==> config.mk <==
export PLATFORM = sky130hd
export DESIGN_NAME = multadd_divider
export DESIGN_NICKNAME = d
export VERILOG_FILES = /design/src/rtl/multadd_pkg.sv /design/src/rtl/multadd_div_step.sv /design/src/rtl/multadd_divider.sv
export SDC_FILE = /design/constraint.sdc
export NUM_CORES = 1
export LEC_CHECK = 0
export CAP_MARGIN = 15
export CORE_MARGIN = 4
export CORE_UTILIZATION = 40
export CTS_CLUSTER_SIZE = 30
export DETAILED_ROUTE_END_ITERATION = 7
export GPL_TIMING_DRIVEN = 0
export MAX_ROUTING_LAYER = met4
export PLACE_DENSITY = 0.66
export SKIP_LAST_GASP = 1
export SYNTH_ARGS = -nofsm -noshare
export SYNTH_HDL_FRONTEND = slang
export SYNTH_SLANG_ARGS = --single-unit
==> constraint.sdc <==
create_clock -name iCLK -period 2.5 [get_ports iCLK]
set_input_delay 0.5 -clock iCLK [delete_from_list [all_inputs] [get_ports iCLK]]
set_output_delay 0.5 -clock iCLK [all_outputs]
set_load 0.1 [all_outputs]
==> src/rtl/multadd_pkg.sv <==
// Shared definitions for the multiply-add divider: FSM state encoding,
// default datapath widths and the step-counter width helper.
package multadd_pkg;

  // Defaults match the multiply-add unit: 17-bit result bus, 8-bit operands.
  localparam int DEF_DIVIDEND_W = 17;
  localparam int DEF_DIVISOR_W  = 8;

  // Step counter must be able to hold DIVIDEND_W itself.
  function automatic int stepCntWidth(input int dividendW);
    return $clog2(dividendW + 1);
  endfunction

  localparam int DEF_STEP_CNT_W = stepCntWidth(DEF_DIVIDEND_W);

  typedef enum logic [1:0] {
    IDLE = 2'd0,
    RUN  = 2'd1,
    DONE = 2'd2
  } divState_t;

endpackage : multadd_pkg

==> src/rtl/multadd_div_step.sv <==
// One combinational restoring-division step: shift the next dividend bit
// into the partial remainder, trial-subtract the divisor, keep or restore.
module multadd_div_step
  import multadd_pkg::*;
#(
  parameter int DIVISOR_W = DEF_DIVISOR_W
) (
  input  logic [DIVISOR_W:0]   partRem,
  input  logic                 dividendBit,
  input  logic [DIVISOR_W-1:0] divisor,
  output logic [DIVISOR_W:0]   newRem,
  output logic                 quotBit
);

  logic [DIVISOR_W:0] shifted;
  logic [DIVISOR_W:0] trial;

  // Shift, trial-subtract and select the restored or reduced remainder.
  always_comb begin
    // NOTE: every variable is assigned on every path through this block, so
    // no latch can be inferred.
    shifted = {partRem[DIVISOR_W-1:0], dividendBit};
    trial   = shifted - {1'b0, divisor};
    // A set top bit means the shifted value overflowed DIVISOR_W+1 bits and
    // certainly exceeds the divisor; otherwise the borrow bit is the sign.
    quotBit = partRem[DIVISOR_W] | ~trial[DIVISOR_W];
    newRem  = quotBit ? trial : shifted;
  end

endmodule : multadd_div_step

==> src/rtl/multadd_divider.sv <==
// Sequential restoring divider downstream of the multiply-add unit.
// Produces one quotient bit per clock with a start/busy/done handshake.
// Optional self-check of quotient*divisor+remainder is enabled by defining
// MULTADD_DIV_CHECK_EN; without it oCHK_ERR is tied low.
module multadd_divider
  import multadd_pkg::*;
#(
  parameter int DIVIDEND_W = DEF_DIVIDEND_W,
  parameter int DIVISOR_W  = DEF_DIVISOR_W
) (
  input  logic                  iCLK,
  input  logic                  iRST,
  input  logic                  iSTART,
  input  logic [DIVIDEND_W-1:0] iDIVIDEND,
  input  logic [DIVISOR_W-1:0]  iDIVISOR,
  output logic                  oBUSY,
  output logic                  oDONE,
  output logic [DIVIDEND_W-1:0] oQUOTIENT,
  output logic [DIVISOR_W-1:0]  oREMAINDER,
  output logic                  oDIV0,
  output logic                  oCHK_ERR
);

  localparam int CNT_W = stepCntWidth(DIVIDEND_W);

  divState_t             state;
  logic [DIVIDEND_W-1:0] shiftReg;    // dividend bits shift out, quotient bits shift in
  logic [DIVISOR_W-1:0]  divisorReg;
  logic [DIVISOR_W:0]    partRem;
  logic [CNT_W-1:0]      stepCnt;

  logic [DIVISOR_W:0]    nextRem;
  logic                  quotBit;
  logic [DIVIDEND_W-1:0] nextQuot;
  logic                  startAccept;
  logic                  lastStep;

  multadd_div_step #(
    .DIVISOR_W (DIVISOR_W)
  ) uStep (
    .partRem     (partRem),
    .dividendBit (shiftReg[DIVIDEND_W-1]),
    .divisor     (divisorReg),
    .newRem      (nextRem),
    .quotBit     (quotBit)
  );

  assign nextQuot    = {shiftReg[DIVIDEND_W-2:0], quotBit};
  assign startAccept = iSTART && (state != RUN);
  assign lastStep    = (state == RUN) && (stepCnt == CNT_W'(1));

  // Control FSM and datapath registers; results are registered outputs.
  always_ff @(posedge iCLK or posedge iRST) begin
    if (iRST) begin
      state      <= IDLE;
      shiftReg   <= '0;
      divisorReg <= '0;
      partRem    <= '0;
      stepCnt    <= '0;
      oBUSY      <= 1'b0;
      oDONE      <= 1'b0;
      oQUOTIENT  <= '0;
      oREMAINDER <= '0;
      oDIV0      <= 1'b0;
    end else begin
      // NOTE: non-blocking assignments so every register here samples the
      // pre-edge values of the others, independent of statement order.
      oDONE <= 1'b0;
      case (state)
        IDLE, DONE: begin
          state <= IDLE;
          if (startAccept) begin
            shiftReg   <= iDIVIDEND;
            divisorReg <= iDIVISOR;
            partRem    <= '0;
            stepCnt    <= CNT_W'(DIVIDEND_W);
            if (iDIVISOR == '0) begin
              // Divide-by-zero completes at once without a RUN phase.
              state      <= DONE;
              oDONE      <= 1'b1;
              oQUOTIENT  <= '1;
              oREMAINDER <= '0;
              oDIV0      <= 1'b1;
            end else begin
              state <= RUN;
              oBUSY <= 1'b1;
            end
          end
        end
        RUN: begin
          shiftReg <= nextQuot;
          partRem  <= nextRem;
          stepCnt  <= stepCnt - CNT_W'(1);
          if (lastStep) begin
            state      <= DONE;
            oBUSY      <= 1'b0;
            oDONE      <= 1'b1;
            oQUOTIENT  <= nextQuot;
            // Remainder is always below the divisor, so the top bit is zero.
            oREMAINDER <= nextRem[DIVISOR_W-1:0];
            oDIV0      <= 1'b0;
          end
        end
        default: state <= IDLE;
      endcase
    end
  end

`ifdef MULTADD_DIV_CHECK_EN
  logic [DIVIDEND_W-1:0]           capturedDividend;
  logic [DIVIDEND_W+DIVISOR_W-1:0] rebuilt;
  logic                            chkMismatch;

  // Rebuild the dividend from the final quotient and remainder.
  always_comb begin
    rebuilt = {{DIVISOR_W{1'b0}}, nextQuot} * {{DIVIDEND_W{1'b0}}, divisorReg}
            + {{DIVIDEND_W{1'b0}}, nextRem[DIVISOR_W-1:0]};
    chkMismatch = (rebuilt != {{DIVISOR_W{1'b0}}, capturedDividend});
  end

  // Capture the dividend on acceptance and flag a mismatch with oDONE.
  always_ff @(posedge iCLK or posedge iRST) begin
    if (iRST) begin
      capturedDividend <= '0;
      oCHK_ERR         <= 1'b0;
    end else if (startAccept) begin
      capturedDividend <= iDIVIDEND;
      oCHK_ERR         <= 1'b0;
    end else if (lastStep) begin
      oCHK_ERR <= chkMismatch;
    end
  end
`else
  assign oCHK_ERR = 1'b0;
`endif

endmodule : multadd_divider

==> metrics.md, run 1 <==
| Metric | Value |
|---|---|
| DRC | `0` |
| Share of post-route cells with drive strength above 1 | `11.16%` |
| Clock tree root driver cell | `clkbuf_8` |
| Initial core utilization | `41.85%` |
| Net count after synthesis | `388` |
| Ys flop type | `dfrtp_1` |
| Crit path capture type | `flop` |
| Clock Tree Buf Depth | `2` |
| Vias in the first global route | `2,826` |
| First-pass GRT wire length | `13,940 µm` |
| Buffers on Ports | `55` |
| Mapped Area | `3284 µm²` |
| Nets | `464` |
| Register bit total from synthesis | `69` |
| Worst slew pin tran | `977.0 ps` |
| Antenna violations before repair | `0` |
| Number of fill cells | `729` |
| Leading cell types by count after synthesis | `88 x nand2_1, 69 x dfrtp_1, 27 x nor2_1` |
| Overflow left after global routing | `0` |
| Clock skew | `11.25 ps` |
| Clk sinks | `69` |
| # rows | `32` |
| RSZ-0062 raised after global routing | `true` |
| Final slew viol count | `0` |
| Drt pass-1 iters | `5` |
| Reg2Reg Setup Slack | `-2 ps` |
| Hold_buf cts | `0` |
| CP Class | `reg -> reg` |
| Fmax | `399.8 MHz` |
| Synthesized instance count | `349` |
| Clk Latency, worst-skew pair | `350 ps` |
| Netlist cell types | `49` |
| Asr flop ratio synth | `100.0%` |
| PnR worst setup slack | `-1.535 ps` |
| Final Hold Viols | `0` |
| Worst setup SP type | `flop` |
| Outcome | `finished, violations left` |
| Synth area leader | `dfrtp_1` |
| Top post-synthesis cells by area | `dfrtp_1 53%, nand2_1 10%, ha_1 3.8%` |
| Largest net degree at the start of global routing | `70` |
| Post-synthesis sequential area ratio | `52.57%` |
| Violated checks | `negative setup slack` |
| DIE HEIGHT | `98.62 µm` |
| Final setup viols | `1` |
| Synth top area share | `52.57%` |
| Crit share post-route | `100.1%` |
| Cts bufs inserted | `9` |
| Post-DP HPWL | `5737 µm` |
| Vias per inst | `5.303` |
| Die ar. | `9725 µm²` |
| Synthesis Warnings | `0` |
| Number of synthesized flops with an enable pin | `0` |
| Die X | `98.62 µm` |
| Arrival time worst endpoint | `2730 ps` |
| GRT Util Overall | `18.33%` |
| Core area | `7848 µm²` |
| Most common cell in the netlist | `nand2_1` |
| Drt total wl | `8187 µm` |
| Vias post-DR | `2,821` |
| Routed length per instance | `15.39 µm` |
| CTS H-tree lvls | `3` |
| Max-Cap Viols | `0` |
| CTS tree | `yes` |
| Clk slew on worst S/H paths | `80 ps` |
| Min-Delay Path Class | `reg -> reg` |
| Number of antenna-violating nets in the routed design | `0` |
| P&R area growth vs syn | `30.78%` |
| 1st-iter DRT viols | `217` |
| CP Max Fanout | `5` |
| Synth Area per Inst | `9.411 µm²` |
| ANT cells | `0` |
| Fin util | `54.74%` |
| I/O pins | `57` |
| Rel. slew slack | `34.66%` |
| Final GP Congestion | `0.8788` |
| Clock period minus worst slack | `2502 ps` |
| Critical Path RT | `2730 ps` |
## worst max-delay path: stages, from the launching register on
cell and delay, ps:
dfrtp_1 400, inv_2 60, ha_4 160, inv_2 50
fa_2 180, a21o_1 170, nand4_1 240, a2111oi_4 490
nor4_4 110, buf_4 170, a222oi_1 290, inv_1 70
## path summary, 6_finish.rpt
check | depth (start not counted) | start | endpoint
min in group asynchronous | 2 | iRST | oQUOTIENT[0]
hold reg to reg | 2 | oREMAINDER[0] | oREMAINDER[0]
hold / removal | 2 | oREMAINDER[0] | oREMAINDER[0]
max in group asynchronous | 2 | iRST | divisorReg[2]
setup reg to reg | 11 | shiftReg[16] | partRem[2]
setup / recovery | 11 | shiftReg[16] | partRem[2]
## registers in the layout, indices dropped and copies added, names as in the netlist
name	cells
stepCnt	5
state	2
shiftReg	17
partRem	9
oBUSY	1
oREMAINDER	8
oDIV0	1
oQUOTIENT	17
divisorReg	8
oDONE	1
## stage by stage
| stage | setup TNS [ps] | cell area [µm²] | hold WS (ps) | setup WS [ps] | cells |
|---|---|---|---|---|---|
| finish | -1.535 | 4295 | 466.8 | -1.535 | 532 |
| global route | -593.1 | 4295 | 505.0 | -171.1 | 532 |
| CTS | -111.0 | 4254 | 476.7 | -46.60 | 531 |
| detailed placement | -7861 | 3965 | 459.7 | -348.7 | 506 |
| floorplan | 0 | 3284 | 452.3 | 10.02 | 349 |
| global placement | -73060 | 3963 | 454.4 | -955.3 | 506 |
## layout by cell type, fill, tap and decap left out, drive strengths merged, types with 2 or more instances in the layout
cell / n
o22ai: 2
nand2: 88
nor3: 3
nor2b: 3
a31oi: 19
dfrtp: 69
clkbuf: 24
a21oi: 5
nor4: 2
clkdlybuf4s50: 55
a222oi: 3
a22oi: 3
a32oi: 4
inv: 21
buf: 14
ha: 10
o211ai: 4
clkinv: 4
o21ai: 31
xor2: 3
nand3: 4
nor2: 27
nand4: 2
or4: 3
xnor2: 4
nand2b: 2
a21o: 2
## timing repair
item                                    4_1_cts  5_1_grt
setup buffers                                 9        1
endpoints found under the setup margin       17       25
pin swaps                                     7        6
resized for setup                             5        8
## kinds of logic after synthesis
logic type                 synth area share [%]
AOI/OAI and AO/OA                         17.30
xor gates and xnor gates                  1.867
adders and majority gates                 4.419
buffers and inverters                     4.876
DFF                                       52.57
muxes                                    0.4570
other                                    0.1142
and+or+nand+nor                           18.40
## area by class of cell
cell class | count | area (µm²) | area share [%]
clock inverter | 7 | 73.82 | 1.719
inverter | 20 | 77.57 | 1.806
sequential | 69 | 1727 | 40.20
buffer | 19 | 86.33 | 2.010
tap | 102 | 127.6 | 2.971
multi-input combinational | 241 | 1450 | 33.76
timing repair buffer | 65 | 629.4 | 14.65
clock buffer | 9 | 123.9 | 2.884
## layer usage
layer / vias to the layer above / global-route usage [%] / part of all wire, %
met5: - / - / 0
met4: 0 / 7.458 / 1.7
met3: 13 / 3.114 / 5.7
met2: 86 / 27.93 / 48
met1: 1365 / 24.41 / 45
li1: 1357 / - / -
Power of run 1 is left out: the tool's default activity adds up to more than one toggle a clock period on the data nets, which glitch-free logic cannot reach.
==> run 2, diff against run 1 <==
--- a/config.mk
+++ b/config.mk
@@ -6,6 +6,7 @@
 export NUM_CORES = 1
 export LEC_CHECK = 0
 export CAP_MARGIN = 15
+export CORE_ASPECT_RATIO = 2
 export CORE_MARGIN = 4
 export CORE_UTILIZATION = 40
 export CTS_CLUSTER_SIZE = 30
==> metrics.md, run 2 (synthesized netlist as in run 1, its figures left out) <==
| Metric | Value |
|---|---|
| Outcome | `finished, violations left` |
| Violated checks | `negative setup slack` |
| GRT Util Overall | `19.93% (+1.6 points)` |
| Die X | `72.08 µm (-27%)` |
| Reg2Reg Setup Slack | `-70 ps (-70 ps)` |
| CP Max Fanout | `5 (unchanged)` |
| Antenna violations before repair | `0 (unchanged)` |
| Final GP Congestion | `0.9273 (+5.5%)` |
| Critical Path RT | `2710 ps (-20 ps)` |
| I/O pins | `57 (unchanged)` |
| Vias post-DR | `2,843 (+0.78%)` |
| Largest net degree at the start of global routing | `70 (unchanged)` |
| Final setup viols | `3 (+2)` |
| Hold worst-path end | `oREMAINDER[2]` |
| Worst setup SP type | `flop` |
| Overflow left after global routing | `0 (unchanged)` |
| DIE HEIGHT | `136.2 µm (+38%)` |
| Post-route cell area | `4364 µm² (+1.6%)` |
| ANT cells | `0 (unchanged)` |
| Post-DP HPWL | `6434 µm (+12%)` |
| Buffers on Ports | `55 (unchanged)` |
| Final slew viol count | `0 (unchanged)` |
| Fin cells | `525 (-1.3%)` |
| Drt total wl | `8903 µm (+8.7%)` |
| Clock skew | `4.410 ps (-6.843 ps)` |
| Reg2reg end | `partRem[4]` |
| CTS H-tree lvls | `3 (unchanged)` |
| Drt pass-1 iters | `5 (unchanged)` |
| Clk Latency, worst-skew pair | `330 ps (-20 ps)` |
| Clock period minus worst slack | `2568 ps (+66.89 ps)` |
| Min-Delay Path Class | `reg -> reg` |
| CTS tree | `yes` |
| R2R depth | `11 (unchanged)` |
| Routed length per instance | `16.96 µm (+10%)` |
| Reg2reg start | `shiftReg[16]` |
| RSZ-0062 raised after global routing | `true` |
| Clk slew on worst S/H paths | `60 ps (-20 ps)` |
| # rows | `46 (+44%)` |
| Die ar. | `9813 µm² (+0.91%)` |
| Cts bufs inserted | `9 (unchanged)` |
| Worst slew pin tran | `986.0 ps (+8.975 ps)` |
| Rel. slew slack | `34.06% (-0.60 points)` |
| Placed Cells | `500 (-1.2%)` |
| Commonest non-fill, non-tap cell in the layout | `nand2_1` |
| Crit path capture type | `flop` |
| Fmax | `389.3 MHz (-2.6%)` |
| Crit share post-route | `102.7% (+2.7 points)` |
| DRC | `0 (unchanged)` |
| PnR worst setup slack | `-68.43 ps (-66.89 ps)` |
| Arrival time worst endpoint | `2780 ps (+50 ps)` |
| Critical hold path startpoint | `oREMAINDER[2]` |
| Hold_buf cts | `0 (unchanged)` |
| Commonest cells after routing, fill and taps aside | `88 x nand2_1, 69 x dfrtp_1, 55 x clkdlybuf4s50_1` |
| Number of fill cells | `741 (+1.6%)` |
| Number of antenna-violating nets in the routed design | `0 (unchanged)` |
| Clock Tree Buf Depth | `2 (unchanged)` |
| Initial core utilization | `41.35% (-0.50 points)` |
| Placed Area | `3958 µm² (-0.19%)` |
| Core area | `7943 µm² (+1.2%)` |
| Regs by FF count | `oQUOTIENT (17), shiftReg (17), partRem (9)` |
| First-pass GRT wire length | `14,390 µm (+3.2%)` |
| Nets | `463 (-0.22%)` |
| Clk sinks | `69 (unchanged)` |
| Max-Cap Viols | `0 (unchanged)` |
| Final Hold Viols | `0 (unchanged)` |
| P&R area growth vs syn | `32.88%` |
| Clock tree root driver cell | `clkbuf_16` |
| Hold depth | `2 (unchanged)` |
| Vias in the first global route | `3,028 (+7.1%)` |
| CP Class | `reg -> reg` |
| Share of post-route cells with drive strength above 1 | `10.49% (-0.67 points)` |
| Vias per inst | `5.415 (+2.1%)` |
| 1st-iter DRT viols | `210 (-3.2%)` |
==> run 2: cell count changes in the layout (fill, tap and decap cells not counted), moves of 2 or more <==
cell / previous run / this run
clkbuf_16: 0 / 9
buf_4: 10 / 8
clkbuf_1: 14 / 16
clkinv_4: 2 / 0
clkbuf_8: 9 / 1
==> run 2: area by class of cell <==
class	count	area (µm²)	area share (%)
Inverter	20	77.57	1.778
Tap cell	96	120.1	2.752
Clock inverter	4	47.55	1.089
Timing Repair Buffer	64	628.1	14.39
Clock buffer	12	246.5	5.648
Sequential cell	69	1727	39.56
Multi-Input combinational cell	241	1431	32.80
Buffer	19	86.33	1.978
==> run 2: layer usage <==
layer  track usage [%]  vias up  wire length (µm)
met5                 -        -                 0
li1                  -     1357                 -
met3             3.849       32               413
met2             35.38       92              4908
met4             13.60        0               418
met1             18.68     1362              3161
==> run 2: worst max-delay path by stage <==
| stage | startpoint | end | slack, ps | depth (start not counted) |
|---|---|---|---|---|
| 6_report | shiftReg[16] | partRem[4] | -70 | 11 |
| 5_1_grt | shiftReg[16] | partRem[4] | -220 | 11 |
| 4_1_cts | shiftReg[16] | partRem[2] | -90 | 11 |
| 3_5_place_dp | iDIVISOR[0] | oQUOTIENT[10] | -360 | 8 |
| 3_3_place_gp | iRST | oBUSY | -920 | 2 |
| 2_1_floorplan | shiftReg[16] | partRem[2] | 10 | 11 |
==> run 2: worst max-delay path, stage by stage, from the launching register on <==
cell and delay, ps:
dfrtp_1 380, inv_1 60, ha_2 170, inv_2 40, fa_2 330, a21o_1 210, a21oi_4 200, o221ai_4 120
mux2_4 360, buf_6 140, a222oi_1 360, inv_1 70
==> run 2: timing repair <==
action                                  4_1_cts  5_1_grt
buffers inserted                              7        1
pin swaps                                     8        4
gates cloned                                  1        0
resized for setup                             6        3
endpoints found under the setup margin       20       17
==> run 2: through the flow <==
stage / hold WS, ps / setup WS (ps) / util (%) / TNS (ps)
2_1_floorplan: 452.3 / 10.02 / - / 0
3_3_place_gp: 454.0 / -918.9 / 49.80 / -71270
3_5_place_dp: 464.6 / -358.0 / 49.83 / -8680
4_1_cts: 475.1 / -87.12 / 54.74 / -530.4
5_1_grt: 496.7 / -220.7 / 54.95 / -1641
6_report: 472.2 / -68.43 / 54.95 / -147.8
Power of run 2 is left out for the same reason.
